## src/rtl/ex_mem_pkg.sv

```systemverilog
// ex_mem_pkg: shared payload layout, default widths and skid-buffer state encoding
package ex_mem_pkg;
  localparam int DBITS_DEF = 32;
  localparam int RIW_DEF = 4;
  localparam int STALL_CNT_BITS_DEF = 16;
  typedef struct packed {
    logic [DBITS_DEF-1:0] alu_out;
    logic [DBITS_DEF-1:0] pc_inc;
    logic [DBITS_DEF-1:0] dmem_data;
    logic                 dmem_wrt_en;
    logic                 mem_to_reg;
    logic                 jal;
    logic                 reg_file_wrt_en;
    logic [RIW_DEF-1:0]   reg_wrt_index;
  } ex_mem_payload_t;
  typedef enum logic [1:0] {EMPTY, BUSY, FULL} skid_state_e;
endpackage

```

## src/rtl/ex_mem_skid_buf.sv

```systemverilog
// ex_mem_skid_buf: skid entry and occupancy FSM giving a registered in_ready (used when PIPE_SKID_EN is defined)
module ex_mem_skid_buf
  import ex_mem_pkg::*;
#(
  parameter type T = ex_mem_payload_t
) (
  input  logic clk,
  input  logic reset_n,
  input  logic flush,
  input  logic in_valid,
  input  logic out_ready,
  input  T     din,
  output logic in_ready,
  output logic main_load,
  output logic take_skid,
  output logic main_full_nxt,
  output T     skid
);
  skid_state_e state, nxt;
  logic xin, xout, skid_load;
  assign xin = in_valid && in_ready;
  assign xout = state != EMPTY && out_ready;
  // State register; in_ready is registered from the next state so no comb path reaches upstream
  always_ff @(posedge clk) begin
    if (!reset_n) begin
      state <= EMPTY;
      in_ready <= 1'b0;
    end else begin
      state <= nxt;
      in_ready <= nxt != FULL;
    end
  end
  // Next-state: flush empties everything, otherwise track occupancy of main+skid
  always_comb begin
    nxt = flush ? EMPTY :
          state == EMPTY ? (xin ? BUSY : EMPTY) :
          state == BUSY ? (xin && !xout ? FULL : (!xin && xout ? EMPTY : BUSY)) :
          (xout ? BUSY : FULL);
  end
  // Outputs: main register loads from input, or from skid when draining a full buffer
  always_comb begin
    main_load = !flush && (state == EMPTY ? xin : state == BUSY ? xin && xout : xout);
    take_skid = state == FULL;
    skid_load = !flush && state == BUSY && xin && !xout;
    main_full_nxt = nxt != EMPTY;
  end
  // Skid entry captures an input arriving while main is stalled
  always_ff @(posedge clk) begin
    if (!reset_n) skid <= '0;
    else if (skid_load) skid <= din;
  end
endmodule

```

## src/rtl/ex_mem_pipe_stage.sv

```systemverilog
// ex_mem_pipe_stage: elastic EX->MEM register with flush, gated enables and stall counter; PIPE_SKID_EN adds a 2-entry skid buffer
module ex_mem_pipe_stage
  import ex_mem_pkg::*;
#(
  parameter int DBITS = DBITS_DEF,
  parameter int REG_INDEX_BIT_WIDTH = RIW_DEF,
  parameter int STALL_CNT_BITS = STALL_CNT_BITS_DEF
) (
  input  logic                           clk,
  input  logic                           reset_n,
  input  logic                           flush,
  input  logic                           in_valid,
  output logic                           in_ready,
  input  logic [DBITS-1:0]               alu_out,
  input  logic [DBITS-1:0]               pc_inc,
  input  logic [DBITS-1:0]               dmem_data_in,
  input  logic                           dmem_wrt_en,
  input  logic                           mem_to_reg,
  input  logic                           jal,
  input  logic                           reg_file_wrt_en,
  input  logic [REG_INDEX_BIT_WIDTH-1:0] reg_wrt_index,
  output logic                           out_valid,
  input  logic                           out_ready,
  output logic [DBITS-1:0]               dmem_addr_out,
  output logic [DBITS-1:0]               reg_file_alu_out_out,
  output logic [DBITS-1:0]               dmem_data_in_out,
  output logic [DBITS-1:0]               pc_inc_out,
  output logic                           dmem_wrt_en_out,
  output logic                           reg_file_wrt_en_out,
  output logic                           mem_to_reg_out,
  output logic                           jal_out,
  output logic [REG_INDEX_BIT_WIDTH-1:0] reg_wrt_index_out,
  output logic [STALL_CNT_BITS-1:0]      stall_cnt
);
  typedef struct packed {
    logic [DBITS-1:0]               alu_out;
    logic [DBITS-1:0]               pc_inc;
    logic [DBITS-1:0]               dmem_data;
    logic                           dmem_wrt_en;
    logic                           mem_to_reg;
    logic                           jal;
    logic                           reg_file_wrt_en;
    logic [REG_INDEX_BIT_WIDTH-1:0] reg_wrt_index;
  } payload_t;
  localparam logic [STALL_CNT_BITS-1:0] STALL_MAX = '1;
  payload_t din, main, load_data;
  logic load, valid_nxt;
  assign din = {alu_out, pc_inc, dmem_data_in, dmem_wrt_en, mem_to_reg, jal, reg_file_wrt_en, reg_wrt_index};
`ifdef PIPE_SKID_EN
  payload_t skid;
  logic take_skid;
  ex_mem_skid_buf #(.T(payload_t)) u_skid (
    .clk(clk),
    .reset_n(reset_n),
    .flush(flush),
    .in_valid(in_valid),
    .out_ready(out_ready),
    .din(din),
    .in_ready(in_ready),
    .main_load(load),
    .take_skid(take_skid),
    .main_full_nxt(valid_nxt),
    .skid(skid)
  );
  assign load_data = take_skid ? skid : din;
`else
  assign in_ready = !out_valid || out_ready;
  assign load = !flush && in_valid && in_ready;
  assign valid_nxt = !flush && (load || (out_valid && !out_ready));
  assign load_data = din;
`endif
  // Main register: valid tracks occupancy, payload only moves on a load
  always_ff @(posedge clk) begin
    if (!reset_n) begin
      out_valid <= 1'b0;
      main <= '0;
    end else begin
      out_valid <= valid_nxt;
      if (load) main <= load_data;
    end
  end
  // Saturating count of cycles the downstream refused a valid entry
  always_ff @(posedge clk) begin
    if (!reset_n) stall_cnt <= '0;
    else if (out_valid && !out_ready && stall_cnt != STALL_MAX) stall_cnt <= stall_cnt + 1'b1;
  end
  assign dmem_addr_out = main.alu_out;
  assign reg_file_alu_out_out = main.alu_out;
  assign pc_inc_out = main.pc_inc;
  assign dmem_data_in_out = main.dmem_data;
  assign dmem_wrt_en_out = main.dmem_wrt_en && out_valid;
  assign reg_file_wrt_en_out = main.reg_file_wrt_en && out_valid;
  assign mem_to_reg_out = main.mem_to_reg;
  assign jal_out = main.jal;
  assign reg_wrt_index_out = main.reg_wrt_index;
endmodule

```

## config.mk

```make
export PLATFORM = sky130hd
export DESIGN_NAME = ex_mem_pipe_stage
export DESIGN_NICKNAME = d
export VERILOG_FILES = /design/src/rtl/ex_mem_pkg.sv /design/src/rtl/ex_mem_skid_buf.sv /design/src/rtl/ex_mem_pipe_stage.sv
export SDC_FILE = /design/constraint.sdc
export NUM_CORES = 1
export LEC_CHECK = 0
export ABC_CLOCK_PERIOD_IN_PS = 3200
export BUFFER_PORTS_ARGS = -buffer_cell sky130_fd_sc_hd__buf_2
export CORE_ASPECT_RATIO = 0.9
export CORE_MARGIN = 2
export CORE_UTILIZATION = 50
export DETAILED_ROUTE_END_ITERATION = 10
export PLACE_DENSITY = 0.84
export REMOVE_ABC_BUFFERS = 1
export SKIP_CTS_REPAIR_TIMING = 1
export SLEW_MARGIN = 20
export SYNTH_ARGS = -nofsm -noshare
export SYNTH_HDL_FRONTEND = slang
export SYNTH_SLANG_ARGS = --single-unit
```

## constraint.sdc

```tcl
create_clock -name clk -period 3.2 [get_ports clk]
set_clock_uncertainty 0.1 [all_clocks]
set_input_delay 0.16 -clock clk [delete_from_list [all_inputs] [get_ports clk]]
set_output_delay 0.16 -clock clk [all_outputs]
set_load 0.02 [all_outputs]
```

## Word-level counts from Yosys, hierarchy flattened

Index checks and enable logic that the tools add are counted.

| word-level totals | value |
|---|---|
| register bits | 121 |
| input bits | 109 |
| output and inout port bits | 154 |
| logic and storage cells | 24 |

| cells by class | value |
|---|---|
| $add $sub $neg | 1 |
| equality and inequality tests | 1 |
| reductions and logical operators | 12 |

Operators by type and width:

| operator | number |
|---|---|
| $add A16 B1 Y16 const B | 1 |
| $ne A16 B16 Y1 const B | 1 |
| $logic_and A1 B1 Y1 | 7 |
| $logic_not A1 Y1 | 3 |
| $logic_or A1 B1 Y1 | 2 |

## Depth between registers and ports, before layout

Gate-level depths: netlist of run 1.

| depth | value |
|---|---|
| depth in word-level cells | 5 |
| mapped depth | 7 |
| gate-level depth less buffers | 5 |

## Worst setup path after synthesis of run 1

No wires, ideal clock.

| timing path | value |
|---|---|
| kind | register to register |
| from | register stall_cnt[0] |
| to | register stall_cnt[13] |
| setup time | 70 ps |
| data arrival time | 1748 ps |
| required time | 3030 ps |
| setup slack | 1282 ps |
| stages on the path, launching flop included | 6 |
| buffers on the path | 0 |
| clock period less this slack | 1918 ps |
| cell sequence | dfxtp_1 -> ha_1 -> and3_1 -> a211o_1 -> or4_1 -> a21oi_1 |

| between the ends | value |
|---|---|
| word-level cells in the longest chain between the ends | 2 |
| elaborated cells between the ends (all ways) | 3 |
| classes of those cells | add/sub: 1; eq/ne: 1; reduce/logical: 1 |

Ends and longest elaborated chain:

| what | line | source |
|---|---|---|
| start, declared | ex_mem_pipe_stage.sv:33 | `output logic [STALL_CNT_BITS-1:0] stall_cnt` |
| start signal, assigned | ex_mem_pipe_stage.sv:85 | `else if (out_valid && !out_ready && stall_cnt != STALL_MAX) stall_cnt <= stall_cnt + 1'b1;` |
| branches (longest 2 deep; another with $add A16 B1 Y16) | -- |  |

Parallel ways; which one is timed is not known.
A chain may end at the register's enable or synchronous reset.

## Worst setup path in the final report of run 1

| timing path | value |
|---|---|
| from | register out_valid |
| to | register main, in the netlist pc_inc_out[12] |

| between the ends | value |
|---|---|
| word-level cells in the longest chain between the ends | 3 |

Ends and longest elaborated chain:

| what | line | source |
|---|---|---|
| start, declared | ex_mem_pipe_stage.sv:22 | `output logic out_valid,` |
| start signal, assigned | ex_mem_pipe_stage.sv:78 | `out_valid <= valid_nxt;` |
| $logic_not A1 Y1 | ex_mem_pipe_stage.sv:67 | `assign in_ready = !out_valid \|\| out_ready;` |
| $logic_or A1 B1 Y1 | ex_mem_pipe_stage.sv:67 |  |
| $logic_and A1 B1 Y1 | ex_mem_pipe_stage.sv:68 | `assign load = !flush && in_valid && in_ready;` |
| end signal, assigned | ex_mem_pipe_stage.sv:79 | `if (load) main <= load_data;` |
| end, declared | ex_mem_pipe_stage.sv:46 | `payload_t din, main, load_data;` |

No other way between the ends.

==> impl_metrics.toml, run 1 <==
[setup_path]
timing.critical_path.arrival_ns = 2.48
critPathSlowestCell = "sky130_fd_sc_hd__buf_4"
crit_chain = "and2b_1 > inv_2 > nand3b_1 > buf_4 > nand2_1 > a21oi_1"
crit_path_end_kind = "register"
critical_path_class = "register to register"
r2r-start = "out_valid"
crit_path_max_fanout = 72
critical-path-max-stage-delay_ns = 0.61
cp.required_ns = 3.41
critPathTopFamily = "buffers and inverters"
ff2ff_setup_slack_ns = 0.92
crit_path_start_kind = "register"
r2r_cells = 6
worstSetupPathDepth = 6
cp_num_buf_inv = 2
end_of_the_worst_register_to_register_path = "pc_inc_out[12]"

[logic_synthesis]
post_synth_num_cell_types = 40
postSynth.topFlopCell = "sky130_fd_sc_hd__dfxtp_1"
synth_seq_area_share = 0.441
yosys-top-cells-area = "sky130_fd_sc_hd__dfxtp_1, sky130_fd_sc_hd__buf_4, sky130_fd_sc_hd__nand2_1"
synthTopCellsByCount = "sky130_fd_sc_hd__nand2_1, sky130_fd_sc_hd__buf_4, sky130_fd_sc_hd__dfxtp_1"
synth.avg_cell_area_um2 = 7.87
synth_enable_flop_cells = 0
ys_seq_elements = 121
syn_area_mm2 = 0.00549
yosys.area.top_type = "sky130_fd_sc_hd__dfxtp_1"
async_flop_share = 0
synthesis.instances = 698
synth.yosys.warnings = 0
post-synth-top-count-cell = "sky130_fd_sc_hd__nand2_1"
synth_top_area_share = 0.441

[placed_design]
post-dp-hpwl_um = 8580
numPortBuffers = 262
postPlaceCellArea_mm2 = 0.00587
place_congestion = 0.818

[power]
power.net_switching_mw = 0.968
swShare = 0.245
power.internal_mw = 2.99
share_clk_of_total_power = 0.461
p_total_mw = 3.95
p_seq_frac = 0.407
power_leakage_nw = 3.50
power_per_cell_area_mw_per_mm2 = 526
pwr-share-comb = 0.133
power.ir.vdd_worst_v = 0.000443

[clock_network]
tritoncts_num_sinks = 121
clock_latency_ns = 0.40
htree_levels = 4
clock_tree.buffer_depth = 2
cts_tree = "built"
number_of_cts_inserted_buffers = 17
path_clk_slew_ns = 0.05
cts_root_buffer = "sky130_fd_sc_hd__clkbuf_16"

[timing]
unrepaired_setup_endpoints_after_global_routing = "no"
final_max_slew_viol_count = 0
clock_period_minus_worst_slack_ns = 2.28
setup-violations-final = 0
max_clock_freq_ghz = 0.439
final_worst_path_period_share = 0.711
timing.slew.headroom = 0.501
hold_violations = 0
worst_slew_pin_slew_ns = 0.748

[route]
drt-vias-per-instance = 5.06
drt_first_pass_iters = 5
total_wirelength_um = 15700
drt_drc_violations_left = 0
postRouteAntennaNets = 0
detailroute.via_count = 5389
first_iter_violations = 350
wl_per_cell_um = 14.8

[global_routing]
grt.total_usage = 0.198
grt_pass1_wl_um = 18800
grt_antenna_before_repair = 0
grt_util_met2 = 0.354
met1_usage_grt = 0.219
grt_max_degree = 73
gr-total-overflow = 0
globalRouteMet3Util = 0.0734
first_global_vias = 4136
grt_most_used_layer = "met2"

[die]
ios = 263
die_area_mm2 = 0.0118
die_width_um = 114
placeableCoreArea_mm2 = 0.0108
fp-row-count = 36
die-height_um = 103
start_util = 0.510

[final_layout]
layout.cell_area.non_filler_mm2 = 0.00751
design.final.nets = 1031
synthToLayoutAreaGrowth_pct = 36.8
diode_count = 0
drive_gt1_frac = 0.325

[status]
status = "finished clean"

[min_path]
hold_class = "input port to register"
whs_endpoint = "stall_cnt[14]"
timing.hold.worst.start = "reset_n"
hold_path_depth = 2

[job]
max_cap_violations = 0
[routing by layer]
| layer | vias up | wire length (µm) |
|---|---|---|
| met5 | - | 0 |
| met4 | 0 | 312 |
| met3 | 30 | 1300 |
| met2 | 272 | 8190 |
| met1 | 2492 | 5940 |
| li1 | 2595 | - |
[cell usage in the layout (no fill, tap or decap), types with 2 or more instances in the layout]
| cell type | netlist | layout |
|---|---|---|
| sky130_fd_sc_hd__nor3_1 | 5 | 5 |
| sky130_fd_sc_hd__nand2_1 | 217 | 217 |
| sky130_fd_sc_hd__dlygate4sd3_1 | 0 | 106 |
| sky130_fd_sc_hd__and3_1 | 3 | 3 |
| sky130_fd_sc_hd__clkbuf_16 | 0 | 17 |
| sky130_fd_sc_hd__o211ai_1 | 2 | 2 |
| sky130_fd_sc_hd__clkinv_2 | 0 | 3 |
| sky130_fd_sc_hd__a21oi_1 | 108 | 108 |
| sky130_fd_sc_hd__and2_1 | 2 | 2 |
| sky130_fd_sc_hd__nand4_1 | 9 | 9 |
| sky130_fd_sc_hd__nor4b_1 | 2 | 2 |
| sky130_fd_sc_hd__clkbuf_8 | 0 | 6 |
| sky130_fd_sc_hd__nor4_1 | 6 | 6 |
| sky130_fd_sc_hd__nand3b_1 | 2 | 2 |
| sky130_fd_sc_hd__clkinvlp_4 | 0 | 3 |
| sky130_fd_sc_hd__clkbuf_1 | 28 | 2 |
| sky130_fd_sc_hd__a31oi_1 | 2 | 2 |
| sky130_fd_sc_hd__nand3_1 | 8 | 8 |
| sky130_fd_sc_hd__nor2_1 | 6 | 6 |
| sky130_fd_sc_hd__or4_1 | 4 | 4 |
| sky130_fd_sc_hd__buf_4 | 133 | 6 |
| sky130_fd_sc_hd__mux2i_1 | 5 | 5 |
| sky130_fd_sc_hd__nand2b_1 | 4 | 4 |
| sky130_fd_sc_hd__inv_1 | 3 | 3 |
| sky130_fd_sc_hd__buf_2 | 8 | 262 |
| sky130_fd_sc_hd__o31ai_1 | 2 | 2 |
| sky130_fd_sc_hd__dfxtp_1 | 121 | 121 |
[cell type report]
cell class | instances | area [µm²]
clock buffer | 25 | 515
clock inverter | 6 | 62.6
fill | 789 | 3250
inverter | 5 | 20.0
multi-input combinational | 402 | 1910
sequential | 121 | 2420
tap | 133 | 166
timing repair buffer | 374 | 2420
[state kept, by name, indices dropped and copies added, names as in the netlist]
signal	flops
pc_inc_out	32
out_valid	1
mem_to_reg_out	1
jal_out	1
dmem_addr_out	32
stall_cnt	16
dmem_data_in_out	32
reg_wrt_index_out	4
main	2
[how the worst max path moves through the flow]
stage | start | end | slack [ns]
after CTS | out_valid | dmem_data_in_out[20] | 1.06
after global placement | out_valid | dmem_addr_out[19] | 1.15
after floorplan | out_valid | dmem_addr_out[0] | -0.93
after global routing | out_valid | pc_inc_out[12] | 0.76
final | out_valid | pc_inc_out[12] | 0.92
after detailed placement | out_valid | dmem_data_in_out[0] | 1.08
[power by group through the flow]
stage | registers [mW] | clock network (mW) | logic [mW]
CTS | 1.61 | 1.86 | 0.407
detailed placement | 1.64 | 0 | 0.406
global route | 1.61 | 1.93 | 0.564
finish | 1.61 | 1.82 | 0.524
global placement | 1.63 | 0 | 0.402
floorplan | 1.74 | 0 | 0.123
[kinds of logic (layout without fill, tap and decap cells)]
logic type	Yosys count	in the layout	share of synthesized area
AND/OR/NAND/NOR	275	275	0.218
flip-flops	121	121	0.441
AO/OA/AOI/OAI	121	121	0.117
multiplexers	5	5	0.00911
buffers and inverters	175	410	0.212
adder cells (fa/ha/maj)	1	1	0.00228
[through the flow]
stage / setup WS, ns / hold WS, ns / TNS (ns) / utilization / std cells
after global routing: 0.761 / 0.0982 / 0 / 0.698 / 1066
after detailed placement: 1.08 / 0.303 / 0 / 0.546 / 929
final: 0.923 / 0.101 / 0 / 0.698 / 1066
after floorplan: -0.926 / 0.139 / -96.35 / - / 528
after global placement: 1.15 / 0.300 / 0 / 0.546 / 929
after CTS: 1.06 / -0.119 / 0 / 0.599 / 960
Note: power is estimated with default switching activity, not from simulation.
==> run 2: changes to the inputs <==
--- a/config.mk
+++ b/config.mk
@@ -5,13 +5,13 @@
 export SDC_FILE = /design/constraint.sdc
 export NUM_CORES = 1
 export LEC_CHECK = 0
-export ABC_CLOCK_PERIOD_IN_PS = 3200
+export ABC_CLOCK_PERIOD_IN_PS = 2400
 export BUFFER_PORTS_ARGS = -buffer_cell sky130_fd_sc_hd__buf_2
 export CORE_ASPECT_RATIO = 0.9
 export CORE_MARGIN = 2
-export CORE_UTILIZATION = 50
+export CORE_UTILIZATION = 47
 export DETAILED_ROUTE_END_ITERATION = 10
-export PLACE_DENSITY = 0.84
+export PLACE_DENSITY = 0.8
 export REMOVE_ABC_BUFFERS = 1
 export SKIP_CTS_REPAIR_TIMING = 1
 export SLEW_MARGIN = 20
==> constraint.sdc (replaced) <==
create_clock -name clk -period 2.4 [get_ports clk]
set_clock_uncertainty 0.1 [all_clocks]
set_input_delay 0.12 -clock clk [delete_from_list [all_inputs] [get_ports clk]]
set_output_delay 0.12 -clock clk [all_outputs]
set_load 0.02 [all_outputs]
==> impl_metrics.toml, run 2 (synthesis results as in run 1) <==
[clock_network]
tritoncts_num_sinks = 121
cts_root_buffer = "sky130_fd_sc_hd__clkbuf_16"
path_clk_slew_ns = 0.06
htree_levels = 4
cts_tree = "built"
clock_latency_ns = 0.40
clock_tree.buffer_depth = 2
number_of_cts_inserted_buffers = 17

[final_layout]
diode_count = 0
most-common-layout-cells = "sky130_fd_sc_hd__buf_2, sky130_fd_sc_hd__nand2_1, sky130_fd_sc_hd__dfxtp_1"
drive_gt1_frac = 0.328
synthToLayoutAreaGrowth_pct = 37.9
design.final.nets = 1032
layout_commonest_cell = "sky130_fd_sc_hd__buf_2"

[setup_path]
ff2ff_setup_slack_ns = 0.32
critical_path_class = "register to register"
crit_path_start_kind = "register"
worst_setup_path_startpoint = "stall_cnt[0]"
crit_path_end_kind = "register"
endpoint = "stall_cnt[6]"
r2r-start = "stall_cnt[0]"
end_of_the_worst_register_to_register_path = "stall_cnt[6]"
r2r_cells = 5
timing.critical_path.arrival_ns = 2.30
crit_path_max_fanout = 9
cp.required_ns = 2.62

[placed_design]
post-place-ws_ns = 0.375
numPortBuffers = 262
place_congestion = 0.769
post-dp-hpwl_um = 8640

[route]
drt_drc_violations_left = 0
drt-vias-per-instance = 4.91
total_wirelength_um = 15800
wl_per_cell_um = 14.5
first_iter_violations = 435
detailroute.via_count = 5350
drt_first_pass_iters = 7
postRouteAntennaNets = 0

[die]
fp-row-count = 37
die_width_um = 118
start_util = 0.480
placeableCoreArea_mm2 = 0.0114
ios = 263
die-height_um = 107
die_area_mm2 = 0.0126

[timing]
worst_slew_pin_slew_ns = 0.588
setup-violations-final = 0
unrepaired_setup_endpoints_after_global_routing = "no"
clock_period_minus_worst_slack_ns = 2.08
hold-worst-slack_ns = 0.0669
final_worst_path_period_share = 0.867
timing.slew.headroom = 0.605
final_critical_path_setup_slack_ns = 0.320
max_clock_freq_ghz = 0.481
final_max_slew_viol_count = 0
hold_violations = 0

[global_routing]
first_global_vias = 4099
grt_pass1_wl_um = 19700
grt_antenna_before_repair = 0
gr-total-overflow = 0
grt_max_degree = 62
grt.total_usage = 0.194

[power]
power.ir.vdd_worst_v = 0.000541
p_total_mw = 5.25
power_leakage_nw = 3.50
power_per_cell_area_mw_per_mm2 = 694

[job]
max_cap_violations = 0

[min_path]
hold_class = "input port to register"

[status]
status = "finished clean"
==> run 2: final cells by class <==
class | count | area (µm²)
fill | 881 | 3860
timing repair buffer | 375 | 2460
sequential | 121 | 2420
multi-input combinational | 402 | 1910
clock buffer | 18 | 439
tap | 156 | 195
clock inverter | 13 | 124
inverter | 5 | 20.0
==> run 2: worst min-delay path by stage <==
stage | endpoint | slack (ns) | cells after the start | startpoint
after global routing | stall_cnt[14] | 0.07 | 2 | reset_n
final | stall_cnt[7] | 0.07 | 2 | reset_n
after global placement | pc_inc_out[14] | 0.26 | 3 | pc_inc[14]
after detailed placement | dmem_addr_out[5] | 0.26 | 3 | alu_out[5]
after floorplan | out_valid | 0.1 | 1 | flush
after CTS | dmem_data_in_out[4] | -0.17 | 3 | dmem_data_in[4]
==> run 2: worst max-delay path: stages, from the launching register on <==
cell and delay [ns]:
sky130_fd_sc_hd__dfxtp_1 0.43, sky130_fd_sc_hd__ha_1 0.24, sky130_fd_sc_hd__nand3_1 0.23, sky130_fd_sc_hd__nor4_4 0.60, sky130_fd_sc_hd__and3b_1 0.24, sky130_fd_sc_hd__nor3_1 0.16
==> run 2: through the flow <==
step	util	setup TNS [ns]	cell area (µm²)	instances
after floorplan	-	-180.65	4340	528
after global placement	0.520	0	5950	953
after detailed placement	0.520	0	5950	953
after CTS	0.569	0	6510	984
after global routing	0.662	0	7570	1090
final	0.662	0	7570	1090
==> run 2: power by group <==
group	internal [mW]	total, mW	switching, mW
combinational	0.314	0.705	0.392
clock	1.45	2.40	0.953
sequential	2.09	2.14	0.0493
==> run 2: per-layer routing <==
layer | GRT usage | share of wire
met3 | 0.0703 | 0.073
met2 | 0.309 | 0.52
met4 | 0.0775 | 0.024
met5 | 0 | 0
met1 | 0.240 | 0.38
